### src/rtl/vga_axil_pkg.sv
// Shared types and helpers for the VGA AXI4-Lite to native register bridge.
package vga_axil_pkg;

  typedef enum logic [1:0] {
    OKAY   = 2'd0,
    EXOKAY = 2'd1,
    SLVERR = 2'd2,
    DECERR = 2'd3
  } axil_resp_e;

  typedef enum logic [1:0] {
    W_IDLE,
    W_STROBE,
    W_RESP
  } axil_wr_state_e;

  typedef enum logic [1:0] {
    R_IDLE,
    R_STROBE,
    R_WAIT,
    R_RESP
  } axil_rd_state_e;

  // True when a byte address falls inside [base, base + win_bytes).
  // Widened to 64 bits so a window reaching the top of the address space
  // does not wrap.
  function automatic logic addr_in_range(input logic [63:0] addr,
                                         input logic [63:0] base,
                                         input logic [63:0] win_bytes);
    return (addr >= base) && ((addr - base) < win_bytes);
  endfunction

endpackage

### src/rtl/vga_axil_rd_channel.sv
// Read side of the bridge: AR capture, range decode, native read strobe,
// READ_LATENCY wait and R response hold.
module vga_axil_rd_channel
  import vga_axil_pkg::*;
#(
  parameter int unsigned              AXIL_ADDR_W   = 32,
  parameter int unsigned              AXIL_DATA_W   = 32,
  parameter int unsigned              NATIVE_ADDR_W = 8,
  parameter logic [AXIL_ADDR_W-1:0]   BASE_ADDR     = '0,
  parameter int unsigned              READ_LATENCY  = 1
) (
  input  logic                     clk_i,
  input  logic                     arst_i,
  input  logic [AXIL_ADDR_W-1:0]   araddr_i,
  input  logic                     arvalid_i,
  output logic                     arready_o,
  output logic [AXIL_DATA_W-1:0]   rdata_o,
  output logic [1:0]               rresp_o,
  output logic                     rvalid_o,
  input  logic                     rready_i,
  output logic                     read_en_o,
  output logic [NATIVE_ADDR_W-1:0] addr_read_o,
  input  logic [AXIL_DATA_W-1:0]   data_i
);

  localparam int unsigned BYTE_SH   = (AXIL_DATA_W == 64) ? 3 : 2;
  localparam logic [63:0] WIN_BYTES = 64'd1 << (NATIVE_ADDR_W + BYTE_SH);
  // The wait state is entered one cycle after the strobe, so it lasts
  // READ_LATENCY cycles with the counter running down to zero.
  localparam logic [2:0]  WAIT_INIT = (READ_LATENCY == 0) ? 3'd0 : 3'(READ_LATENCY - 1);

  axil_rd_state_e           state_q, state_d;
  logic                     live_q;
  logic [NATIVE_ADDR_W-1:0] raddr_q, raddr_d;
  logic                     rrange_q, rrange_d;
  logic [AXIL_DATA_W-1:0]   rdata_q, rdata_d;
  axil_resp_e               rresp_q, rresp_d;
  logic [2:0]               cnt_q, cnt_d;
  logic                     ar_hs;

  assign arready_o   = live_q && (state_q == R_IDLE);
  assign ar_hs       = arvalid_i && arready_o;
  assign read_en_o   = (state_q == R_STROBE) && rrange_q;
  assign rvalid_o    = (state_q == R_RESP);
  assign addr_read_o = raddr_q;
  assign rdata_o     = rdata_q;
  assign rresp_o     = rresp_q;

  // Next-state logic for the read FSM and its latency counter.
  always_comb begin
    state_d  = state_q;
    raddr_d  = raddr_q;
    rrange_d = rrange_q;
    rdata_d  = rdata_q;
    rresp_d  = rresp_q;
    cnt_d    = cnt_q;
    unique case (state_q)
      R_IDLE: begin
        if (ar_hs) begin
          raddr_d  = NATIVE_ADDR_W'((araddr_i - BASE_ADDR) >> BYTE_SH);
          rrange_d = addr_in_range(64'(araddr_i), 64'(BASE_ADDR), WIN_BYTES);
          state_d  = R_STROBE;
        end
      end
      R_STROBE: begin
        if (!rrange_q) begin
          rdata_d = '0;
          rresp_d = DECERR;
          state_d = R_RESP;
        end else if (READ_LATENCY == 0) begin
          rdata_d = data_i;
          rresp_d = OKAY;
          state_d = R_RESP;
        end else begin
          cnt_d   = WAIT_INIT;
          state_d = R_WAIT;
        end
      end
      R_WAIT: begin
        if (cnt_q == 3'd0) begin
          rdata_d = data_i;
          rresp_d = OKAY;
          state_d = R_RESP;
        end else begin
          cnt_d = cnt_q - 3'd1;
        end
      end
      R_RESP: begin
        if (rready_i) state_d = R_IDLE;
      end
      default: state_d = R_IDLE;
    endcase
  end

  // Read-channel state registers; reset drops any read in flight.
  always_ff @(posedge clk_i or posedge arst_i) begin
    if (arst_i) begin
      state_q  <= R_IDLE;
      live_q   <= 1'b0;
      raddr_q  <= '0;
      rrange_q <= 1'b0;
      rdata_q  <= '0;
      rresp_q  <= OKAY;
      cnt_q    <= '0;
    end else begin
      state_q  <= state_d;
      live_q   <= 1'b1;
      raddr_q  <= raddr_d;
      rrange_q <= rrange_d;
      rdata_q  <= rdata_d;
      rresp_q  <= rresp_d;
      cnt_q    <= cnt_d;
    end
  end

endmodule

### src/rtl/vga_axil_native_bridge.sv
// AXI4-Lite slave to native register-file port bridge for the VGA block.
// Write FSM lives here; the read FSM is in vga_axil_rd_channel.
// Optional feature: define VGA_AXIL_WSTRB_EN to pass byte enables through
// to the native side; otherwise only full-word writes are accepted.
module vga_axil_native_bridge
  import vga_axil_pkg::*;
#(
  parameter int unsigned              AXIL_ADDR_W   = 32,
  parameter int unsigned              AXIL_DATA_W   = 32,
  parameter int unsigned              NATIVE_ADDR_W = 8,
  parameter logic [AXIL_ADDR_W-1:0]   BASE_ADDR     = '0,
  parameter int unsigned              READ_LATENCY  = 1
) (
  input  logic                     clk_i,
  input  logic                     arst_i,
  input  logic [AXIL_ADDR_W-1:0]   awaddr,
  input  logic                     awvalid,
  output logic                     awready,
  input  logic [AXIL_DATA_W-1:0]   wdata,
  input  logic [AXIL_DATA_W/8-1:0] wstrb,
  input  logic                     wvalid,
  output logic                     wready,
  output logic [1:0]               bresp,
  output logic                     bvalid,
  input  logic                     bready,
  input  logic [AXIL_ADDR_W-1:0]   araddr,
  input  logic                     arvalid,
  output logic                     arready,
  output logic [AXIL_DATA_W-1:0]   rdata,
  output logic [1:0]               rresp,
  output logic                     rvalid,
  input  logic                     rready,
  output logic                     write_en_o,
  output logic [NATIVE_ADDR_W-1:0] addr_write_o,
  output logic [AXIL_DATA_W-1:0]   data_o,
  output logic [AXIL_DATA_W/8-1:0] strb_o,
  output logic                     read_en_o,
  output logic [NATIVE_ADDR_W-1:0] addr_read_o,
  input  logic [AXIL_DATA_W-1:0]   data_i
);

  localparam int unsigned STRB_W    = AXIL_DATA_W / 8;
  localparam int unsigned BYTE_SH   = (AXIL_DATA_W == 64) ? 3 : 2;
  localparam logic [63:0] WIN_BYTES = 64'd1 << (NATIVE_ADDR_W + BYTE_SH);

  axil_wr_state_e           state_q, state_d;
  logic                     live_q;
  logic                     aw_got_q, aw_got_d;
  logic                     w_got_q, w_got_d;
  logic [NATIVE_ADDR_W-1:0] waddr_q, waddr_d;
  logic                     wrange_q, wrange_d;
  logic [AXIL_DATA_W-1:0]   wdata_q, wdata_d;
  logic [STRB_W-1:0]        wstrb_q, wstrb_d;
  logic                     wr_ok_q, wr_ok_d;
  axil_resp_e               bresp_q, bresp_d;
  logic                     aw_hs, w_hs;
  logic                     strb_ok;

  // Readies depend only on registered state, never on the valids.
  assign awready      = live_q && (state_q == W_IDLE) && !aw_got_q;
  assign wready       = live_q && (state_q == W_IDLE) && !w_got_q;
  assign aw_hs        = awvalid && awready;
  assign w_hs         = wvalid && wready;
  assign write_en_o   = (state_q == W_STROBE) && wr_ok_q;
  assign bvalid       = (state_q == W_RESP);
  assign bresp        = bresp_q;
  assign addr_write_o = waddr_q;
  assign data_o       = wdata_q;

`ifdef VGA_AXIL_WSTRB_EN
  assign strb_ok = 1'b1;
  assign strb_o  = wstrb_q;
`else
  assign strb_ok = (wstrb_d == '1);
  assign strb_o  = '1;
`endif

  // Write FSM next state: collect AW and W in any order, then strobe and respond.
  always_comb begin
    state_d  = state_q;
    aw_got_d = aw_got_q;
    w_got_d  = w_got_q;
    waddr_d  = waddr_q;
    wrange_d = wrange_q;
    wdata_d  = wdata_q;
    wstrb_d  = wstrb_q;
    wr_ok_d  = wr_ok_q;
    bresp_d  = bresp_q;
    unique case (state_q)
      W_IDLE: begin
        if (aw_hs) begin
          aw_got_d = 1'b1;
          waddr_d  = NATIVE_ADDR_W'((awaddr - BASE_ADDR) >> BYTE_SH);
          wrange_d = addr_in_range(64'(awaddr), 64'(BASE_ADDR), WIN_BYTES);
        end
        if (w_hs) begin
          w_got_d = 1'b1;
          wdata_d = wdata;
          wstrb_d = wstrb;
        end
        // Both halves may arrive in this very cycle, so decide on the _d values.
        if (aw_got_d && w_got_d) begin
          aw_got_d = 1'b0;
          w_got_d  = 1'b0;
          state_d  = W_STROBE;
          if (!wrange_d) begin
            wr_ok_d = 1'b0;
            bresp_d = DECERR;
          end else if (!strb_ok) begin
            wr_ok_d = 1'b0;
            bresp_d = SLVERR;
          end else begin
            wr_ok_d = 1'b1;
            bresp_d = OKAY;
          end
        end
      end
      W_STROBE: state_d = W_RESP;
      W_RESP: begin
        if (bready) state_d = W_IDLE;
      end
      default: state_d = W_IDLE;
    endcase
  end

  // Write-channel state registers; reset drops any write in flight.
  always_ff @(posedge clk_i or posedge arst_i) begin
    if (arst_i) begin
      state_q  <= W_IDLE;
      live_q   <= 1'b0;
      aw_got_q <= 1'b0;
      w_got_q  <= 1'b0;
      waddr_q  <= '0;
      wrange_q <= 1'b0;
      wdata_q  <= '0;
      wstrb_q  <= '0;
      wr_ok_q  <= 1'b0;
      bresp_q  <= OKAY;
    end else begin
      state_q  <= state_d;
      live_q   <= 1'b1;
      aw_got_q <= aw_got_d;
      w_got_q  <= w_got_d;
      waddr_q  <= waddr_d;
      wrange_q <= wrange_d;
      wdata_q  <= wdata_d;
      wstrb_q  <= wstrb_d;
      wr_ok_q  <= wr_ok_d;
      bresp_q  <= bresp_d;
    end
  end

  vga_axil_rd_channel #(
    .AXIL_ADDR_W   (AXIL_ADDR_W),
    .AXIL_DATA_W   (AXIL_DATA_W),
    .NATIVE_ADDR_W (NATIVE_ADDR_W),
    .BASE_ADDR     (BASE_ADDR),
    .READ_LATENCY  (READ_LATENCY)
  ) u_rd (
    .clk_i       (clk_i),
    .arst_i      (arst_i),
    .araddr_i    (araddr),
    .arvalid_i   (arvalid),
    .arready_o   (arready),
    .rdata_o     (rdata),
    .rresp_o     (rresp),
    .rvalid_o    (rvalid),
    .rready_i    (rready),
    .read_en_o   (read_en_o),
    .addr_read_o (addr_read_o),
    .data_i      (data_i)
  );

endmodule

### config.mk
export PLATFORM = sky130hd
export DESIGN_NAME = vga_axil_native_bridge
export DESIGN_NICKNAME = d
export VERILOG_FILES = /design/src/rtl/vga_axil_pkg.sv /design/src/rtl/vga_axil_rd_channel.sv /design/src/rtl/vga_axil_native_bridge.sv
export SDC_FILE = /design/constraint.sdc
export NUM_CORES = 1
export LEC_CHECK = 0
export CAP_MARGIN = 5
export CORE_AREA = 4 4 81 139
export CTS_CLUSTER_DIAMETER = 200
export DETAILED_ROUTE_END_ITERATION = 16
export DIE_AREA = 0 0 85 143
export MAX_ROUTING_LAYER = met4
export PLACE_DENSITY = 0.84
export SLEW_MARGIN = 20
export SYNTH_ARGS = -nofsm -noshare
export SYNTH_HDL_FRONTEND = slang
export SYNTH_SLANG_ARGS = --single-unit
### constraint.sdc
create_clock -name clk_i -period 5.2 [get_ports clk_i]
set_input_delay 0.78 -clock clk_i [delete_from_list [all_inputs] [get_ports clk_i]]
set_output_delay 0.78 -clock clk_i [all_outputs]
set_load 0.05 [all_outputs]
After elaboration in Yosys (flattened, before gate mapping)
Cells that the tools add are included.
Widths: inputs -> output; s select.

storage, ports and cells
  logic and storage cells = 88
  input bits = 139
  register bits after elaboration = 101
  output and inout port bits = 95

cells by class
  add/sub/neg operators = 1
  reductions and logical operators = 24
  mux-type cells = 31
  eq/ne operators = 14
  magnitude comparators = 2

operators with widths
  operator              count
  $lt 32x11->1 const B  2
  $mux 32               2
  $pmux 32 s2           1
  $mux 2                9
  $ne 2x1->1 const B    6
  $mux 1                11
  $logic_and 1x1->1     10
  $reduce_and 2->1      5
  $reduce_and 3->1      3
  $mux 4                2
  $pmux 2 s4            1
  $eq 2x2->1 const B    3
  $mux 3                2
  $pmux 2 s3            1
  $pmux 3 s2            1
  $eq 2x1->1 const B    2
  $eq 4x4->1 const B    1
  $logic_not 2->1       2
  $ne 2x2->1 const B    2
  $pmux 2 s2            1
  $logic_not 3->1       1
  $sub 3x1->3 const B   1
  $logic_not 1->1       2
  $reduce_bool 2->1     1

Longest topological paths before layout
Gate-level depths: netlist of run 1.

  word-level depth = 9
  gate-level depth with buffers = 7
  gate-level depth less buffers = 6

Cells and area by module
From an unflattened synthesis of run 1, not the netlist that was laid out.

second synthesis, totals
  cells, all modules = 353
  area, all modules = 4091.4 um^2

by module, submodules not included
  module                  sequential area each (um^2)  area each (um^2)  cells each  times used
  vga_axil_native_bridge  1326.3                       2152.1            209         1
  vga_axil_rd_channel     1201.2                       1939.4            144         1

Least setup slack after synthesis of run 1
OpenSTA, ideal clock, no wires.

  path kind = register to output
  start point = register state_q[1]
  end point = output port bvalid
  stages on the path, launching flop included = 2
  slack = 3.180 ns
  arrival time = 1.240 ns
  buffers on the path = 0
  required time = 4.420 ns
  path through = dfrtp_1 nor2b_1

between the ends
  longest elaborated chain between the ends = 1

RTL lines
  what                    line                           text
  start, declared         vga_axil_native_bridge.sv:46   axil_wr_state_e state_q, state_d;
  start signal, assigned  vga_axil_native_bridge.sv:140  state_q <= state_d;
  $eq 2x2->1              vga_axil_native_bridge.sv:65   assign bvalid = (state_q == W_RESP);
  end, declared           vga_axil_native_bridge.sv:24   output logic bvalid,

No other way between the ends.

Worst setup path after layout of run 1
  start point = register state_q[1]
  end point = output port awready

between the ends
  longest elaborated chain between the ends = 3

RTL lines
  what                             line                          text
  $logic_not 2->1                  vga_axil_native_bridge.sv:60  assign awready = live_q && (state_q == W_IDLE) && !aw_got_q;
  $logic_and 1x1->1 (2 in series)  vga_axil_native_bridge.sv:60
  end, declared                    vga_axil_native_bridge.sv:18  output logic awready,

No other way between the ends.

==> run summary, run 1 <==
Status = finished, final reports clean
Crit path cell chain = nor4b_4 -> clkdlybuf4s50_1
CP arrival = 2080 ps
Setup Buffers After CTS = 0
DRC viols = 0
Iter 0 DRT Violations = 95
Total gr overflow = 0
Pin count of the biggest net entering global routing = 64
Synth-to-Final Area Change = 66.0%
Clk sinks = 100
Commonest non-fill, non-tap cells in the layout = clkdlybuf4s50_1 (225), nand2_1 (104), dfrtp_1 (100)
Worst endpoint required time = 4420 ps
Static leakage = 3.04 nW
Max Cap Viol = 0
Hold WC Path Type = reg -> reg
Post-synth EDFFs = 0
Detailed Route WL = 11.7 mm
F_max = 0.349 GHz
Crit path time final = 2860 ps
DR pass1 iterations = 4
Maximum root-to-sink buffer count = 2
I/O Pins = 234
Startpoint types = flip-flop
Final #Nets = 722
CP Max Fanout = 7
Maximum VDD drop = 0.000451 V
Fin area = 0.00673 sq mm
Starting density of the core = 39.6%
Row count = 49
Slowest-stage cell, CP = clkdlybuf4s50_1
Fillers = 756
Clk root buf = clkbuf_16
Slowest Stage Delay on Critical Path = 880 ps
Most common cell after layout, fill and taps aside = clkdlybuf4s50_1
Ys async rst share = 100%
Seq/Total Area, Yosys = 61.7%
Max-slew violations = 0
Initial antenna violation count = 0
Die area = 0.0122 sq mm
Slew @ Worst Pin = 1070 ps
Synth Register Bits = 100
Period utilisation layout = 55.1%
H-tree depth = 3
Dpl cells = 692
Netlist cell types = 41
Netlist Area Pre-Place = 0.00406 sq mm
Vias in the first global route = 3634
CTS tree = built
Power consumption = 4.69 mW
Reg2reg setup slack = 3000 ps
Hold buffer count at cts = 0
Final std cells w/o fill = 708
Gr usage total = 19.4%
Avg Cell Area, Syn = 11.5 sq um
Ys flop type = dfrtp_1
Die Y-Extent = 143 um
Num CTS Buffers = 9
Synthesized instance count = 354
DR WL/cell = 16.6 um
DR vias = 3477
Routed Antenna Nets = 0
Fin Setup TNS = 0 ps
Via density = 4.91
Port buffer count = 225
Synth Warn # = 0
CP endpoint kind = output pin
RSZ-0062 raised after global routing = false
Setup violations, final = 0
Clk_lat worst skew = 340 ps
# diodes = 0
PwrDens = 696 mW/mm^2
First-pass GRT wire length = 18.0 mm
Clk slew on worst S/H paths = 70 ps
Share of post-route cells with drive strength above 1 = 6.20%
Last weighted congestion value of the routability-driven placer = 0.800
Relative slew slack = 28.6%
Core box area = 0.0102 sq mm
Gates resized, CTS repair = 0
Cell Area, Placed = 0.00640 sq mm
Chip width = 85 um
Detail Placement HPWL = 9.05 mm
Final count of hold timing violations = 0
CP Class = reg -> out
Final Skew = 8.43 ps
routing by layer:
| metal | share of wire, % | wire length [um] | global-route usage (%) | vias up |
|---|---|---|---|---|
| met3 | 6.6 | 780 | 5.08 | 16 |
| met4 | 1.8 | 208 | 5.92 | 0 |
| met5 | 0 | 0 | - | - |
| li1 | - | - | - | 1651 |
| met2 | 56 | 6550 | 35.1 | 133 |
| met1 | 36 | 4200 | 20.3 | 1677 |
flip-flops by register name, summed over array words and instances (netlist names), 2 cells and up:
name,cells
u_rd.rdata_o,32
u_rd.cnt_q,3
wstrb_q,4
addr_write_o,8
state_q,2
bresp,2
u_rd.state_q,2
u_rd.addr_read_o,8
data_o,32
per-stage QoR:
| stage | util, % | worst slack [ps] | hold slack (ps) |
|---|---|---|---|
| floorplan | - | 1800 | 449 |
| global placement | 62.5 | 2430 | 459 |
| detailed placement | 62.5 | 2360 | 461 |
| CTS | 65.8 | 2310 | 479 |
| global route | 65.8 | 2230 | 501 |
| finish | 65.8 | 2340 | 475 |
area by class of cell:
| cell class | instances | area [sq um] | share of cell area, % |
|---|---|---|---|
| Clock buffer | 10 | 239 | 3.55 |
| Tap cell | 127 | 159 | 2.36 |
| Timing Repair Buffer | 226 | 2260 | 33.6 |
| Multi-Input combinational cell | 227 | 1440 | 21.3 |
| Inverter | 12 | 47.5 | 0.706 |
| Sequential cell | 100 | 2500 | 37.2 |
| Clock inverter | 6 | 91.3 | 1.36 |
synth_stat cells (2+ instances only):
cell      number  area, sq um
nand3_1        3         15.0
nor4b_4        2         47.6
buf_4          6         45.0
nor2b_1        2         12.5
and2_1         2         12.5
inv_1         10         37.5
dfrtp_1      100         2500
nor4_1         9         56.3
buf_2          3         15.0
mux2_2         9          101
mux2_1        12          135
a22o_1        32          280
nand2b_1       2         12.5
clkbuf_1       9         33.8
a21oi_1        3         15.0
ha_1           7         87.6
nand2_2        2         12.5
nand2_1      104          390
o21ai_0        4         20.0
nand4_1        5         31.3
o21ai_1        3         15.0
or4_1          2         15.0
nor2_1         5         18.8
final timing paths:
check / cells after the start / start / endpoint
worst min register to register: 2 / data_o[30]$_DFFE_PP0P_ / data_o[30]$_DFFE_PP0P_
worst max register to register: 5 / u_rd.state_q[0]$_DFFE_PP0P_ / u_rd.rdata_o[15]$_DFFE_PP0P_
worst max-delay path: 2 / state_q[1]$_DFFE_PP0P_ / awready
worst min-delay path: 2 / data_o[30]$_DFFE_PP0P_ / data_o[30]$_DFFE_PP0P_
min in group asynchronous: 2 / arst_i / wstrb_q[0]$_DFF_PP0_
max in group asynchronous: 3 / arst_i / data_o[26]$_DFFE_PP0P_
power by group:
group / total, mW / internal [mW] / leakage, nW / switching [mW]
clock network: 0.731 / 0.439 / 0.164 / 0.292
logic: 2.63 / 0.891 / 1.61 / 1.73
registers: 1.33 / 1.12 / 1.27 / 0.208
critical path, delay by kind of cell, from the launching register on:
kind / cells / cell delay, ps
AND/OR/NAND/NOR: 1 / 370
buffers and inverters: 1 / 880
flip-flops: 1 / 490
cell families after synthesis:
kind of cell / Yosys count / synth area share (%)
AOI/OAI and AO/OA: 50 / 10.0
DFF: 100 / 61.7
muxes: 22 / 6.08
and+or+nand+nor: 143 / 16.4
buffers and inverters: 31 / 3.52
adders and majority gates: 7 / 2.16
other: 1 / 0.0924
(Power assumes the default switching activity.)
==> inputs of run 2 (changes only) <==
--- a/config.mk
+++ b/config.mk
@@ -6,12 +6,12 @@
 export NUM_CORES = 1
 export LEC_CHECK = 0
 export CAP_MARGIN = 5
-export CORE_AREA = 4 4 81 139
+export CORE_AREA = 4 4 88 152
 export CTS_CLUSTER_DIAMETER = 200
 export DETAILED_ROUTE_END_ITERATION = 16
-export DIE_AREA = 0 0 85 143
+export DIE_AREA = 0 0 92 156
 export MAX_ROUTING_LAYER = met4
-export PLACE_DENSITY = 0.84
+export PLACE_DENSITY = 0.75
 export SLEW_MARGIN = 20
 export SYNTH_ARGS = -nofsm -noshare
 export SYNTH_HDL_FRONTEND = slang
==> constraint.sdc (replaced) <==
create_clock -name clk_i -period 2.6 [get_ports clk_i]
set_input_delay 0.39 -clock clk_i [delete_from_list [all_inputs] [get_ports clk_i]]
set_output_delay 0.39 -clock clk_i [all_outputs]
set_load 0.05 [all_outputs]
==> run 2 against run 1 <==
  * Count of clock-buffer cells in the layout shrank 1
  * Non-clock buffer count is 6 higher
  * Combinational power increased by 100%
  * Total power up 97%
  * Via count is 1.4% higher
  * Global-route usage down 2.3 points
  * First-iteration DRC count decreased by 6.3%
  * Sequential share of layout area decreased by 0.42 points
  * Sequential cell count is the same
  * Clock power up 78%
  * Core utilization is 9.3 points lower
  * Critical path type unchanged
  * Largest cell class unchanged
  * Largest power group unchanged
  * Highest routed layer unchanged
==> run summary, run 2 (synthesis results as in run 1) <==
Status = finished, final reports clean
Final #Nets = 728 (+0.83%)
Starting density of the core = 33.6% (-6.0 points)
Detailed Route WL = 12.2 mm (+3.8%)
Power consumption = 9.25 mW (+97%)
# diodes = 0 (unchanged)
Vias in the first global route = 3819 (+5.1%)
DR pass1 iterations = 4 (unchanged)
Final Skew = 10.7 ps (+2.23 ps)
Fin Setup TNS = 0 ps (unchanged)
Pin count of the biggest net entering global routing = 41 (-36%)
F_max = 0.403 GHz
PwrDens = 1360 mW/mm^2 (+95%)
Synth-to-Final Area Change = 67.9%
Port buffer count = 225 (unchanged)
Routed Antenna Nets = 0 (unchanged)
Via density = 4.69 (-4.5%)
Relative slew slack = 53.9% (+25 points)
Clk_lat worst skew = 340 ps (about the same)
Detail Placement HPWL = 9.69 mm (+7.0%)
H-tree depth = 3 (unchanged)
Crit path time final = 2480 ps
Hold path depth = 2 (unchanged)
Die Y-Extent = 156 um (+9.1%)
Post-layout util = 56.4% (-9.3 points)
DR WL/cell = 16.2 um (-2.3%)
Final std cells w/o fill = 752 (+6.2%)
Dpl cells = 736 (+6.4%)
Clk slew on worst S/H paths = 70 ps (about the same)
Worst endpoint required time = 2210 ps (-2210 ps)
Max Cap Viol = 0 (unchanged)
Initial antenna violation count = 0 (unchanged)
DR vias = 3526 (+1.4%)
CP endpoint kind = output pin
Iter 0 DRT Violations = 89 (-6.3%)
Commonest non-fill, non-tap cells in the layout = clkdlybuf4s50_1 (225), nand2_1 (104), dfrtp_1 (100)
Hold WC Path Type = reg -> reg
DRC viols = 0 (unchanged)
CP arrival = 2090 ps (about the same)
Startpoint types = flip-flop
Clk sinks = 100 (unchanged)
Total gr overflow = 0 (unchanged)
Last weighted congestion value of the routability-driven placer = 0.784 (-2.0%)
RSZ-0062 raised after global routing = false
Setup Buffers After CTS = 0 (unchanged)
Maximum root-to-sink buffer count = 2 (unchanged)
Max-slew violations = 0 (unchanged)
Setup WS post-layout = 119 ps (-2220 ps)
Period utilisation layout = 95.4%
CP Class = reg -> out
Hold buffer count at cts = 0 (unchanged)
Slew @ Worst Pin = 690 ps (-381 ps)
Reg2reg setup slack = 670 ps (-2330 ps)
Final count of hold timing violations = 0 (unchanged)
Num CTS Buffers = 9 (unchanged)
Gr usage total = 17.1% (-2.3 points)
Most common cell after layout, fill and taps aside = clkdlybuf4s50_1
Share of post-route cells with drive strength above 1 = 6.98% (+0.79 points)
Chip width = 92 um (+8.2%)
Die area = 0.0144 sq mm (+18%)
CP Max Fanout = 7 (unchanged)
Worst R2R Path Depth = 5 (unchanged)
Static leakage = 3.06 nW (+0.50%)
Clk root buf = clkbuf_16
CTS tree = built
First-pass GRT wire length = 18.7 mm (+4.0%)
Row count = 53 (+8.2%)
Maximum VDD drop = 0.000605 V (+34%)
Gates resized, CTS repair = 0 (unchanged)
Setup violations, final = 0 (unchanged)
Placement Setup Slack = 483 ps (-1880 ps)
I/O Pins = 234 (unchanged)
Core box area = 0.0121 sq mm (+18%)
## run 2: cell types whose count changed in the layout (fill, tap and decap cells not counted), moves of 2 or more
cell       delta
bufinv_16     -2
buf_4         +4
inv_6         -2
inv_8         +2
buf_12        +2
clkinv_4      +2
## run 2: area by class of cell
cell class / count / area (sq um)
clock buffer: 9 / 225
clock inverter: 7 / 70.1
fill: 1073 / 5260
inverter: 12 / 48.8
multi-input combinational: 227 / 1430
sequential: 100 / 2500
tap: 165 / 206
timing repair buffer: 232 / 2330
## run 2: final timing paths
check | from | to
worst max-delay path | state_q[1]$_DFFE_PP0P_ | awready
worst min-delay path | data_o[26]$_DFFE_PP0P_ | data_o[26]$_DFFE_PP0P_
worst max register to register | state_q[1]$_DFFE_PP0P_ | data_o[31]$_DFFE_PP0P_
worst min register to register | data_o[26]$_DFFE_PP0P_ | data_o[26]$_DFFE_PP0P_
max in group asynchronous | arst_i | u_rd.addr_read_o[7]$_DFFE_PP0P_
min in group asynchronous | arst_i | u_rd.rresp_o[0]$_DFFE_PP0P_
## run 2: where the power goes
group / switching, mW / internal, mW / total, mW
sequential: 0.411 / 2.24 / 2.65
combinational: 3.47 / 1.82 / 5.29
clock: 0.625 / 0.676 / 1.30
total: 4.51 / 4.74 / 9.25
## run 2: worst max-delay path, cell delays in order (launching register included)
cell and delay [ps]:
dfrtp_1 480, nor4b_4 400, clkdlybuf4s50_1 870
## run 2: per-layer routing
layer  part of all wire (%)  track usage [%]  up-vias
met5                      0                -        -
met3                    6.0             3.57       28
li1                       -                -     1666
met4                    3.3             7.30        0
met2                     55             31.6      149
met1                     35             17.1     1683
## run 2: stage by stage
step,hold WS (ps),instance area [sq um]
global route,501,6810
detailed placement,465,6520
floorplan,449,4080
CTS,484,6810
finish,479,6810
global placement,461,6520
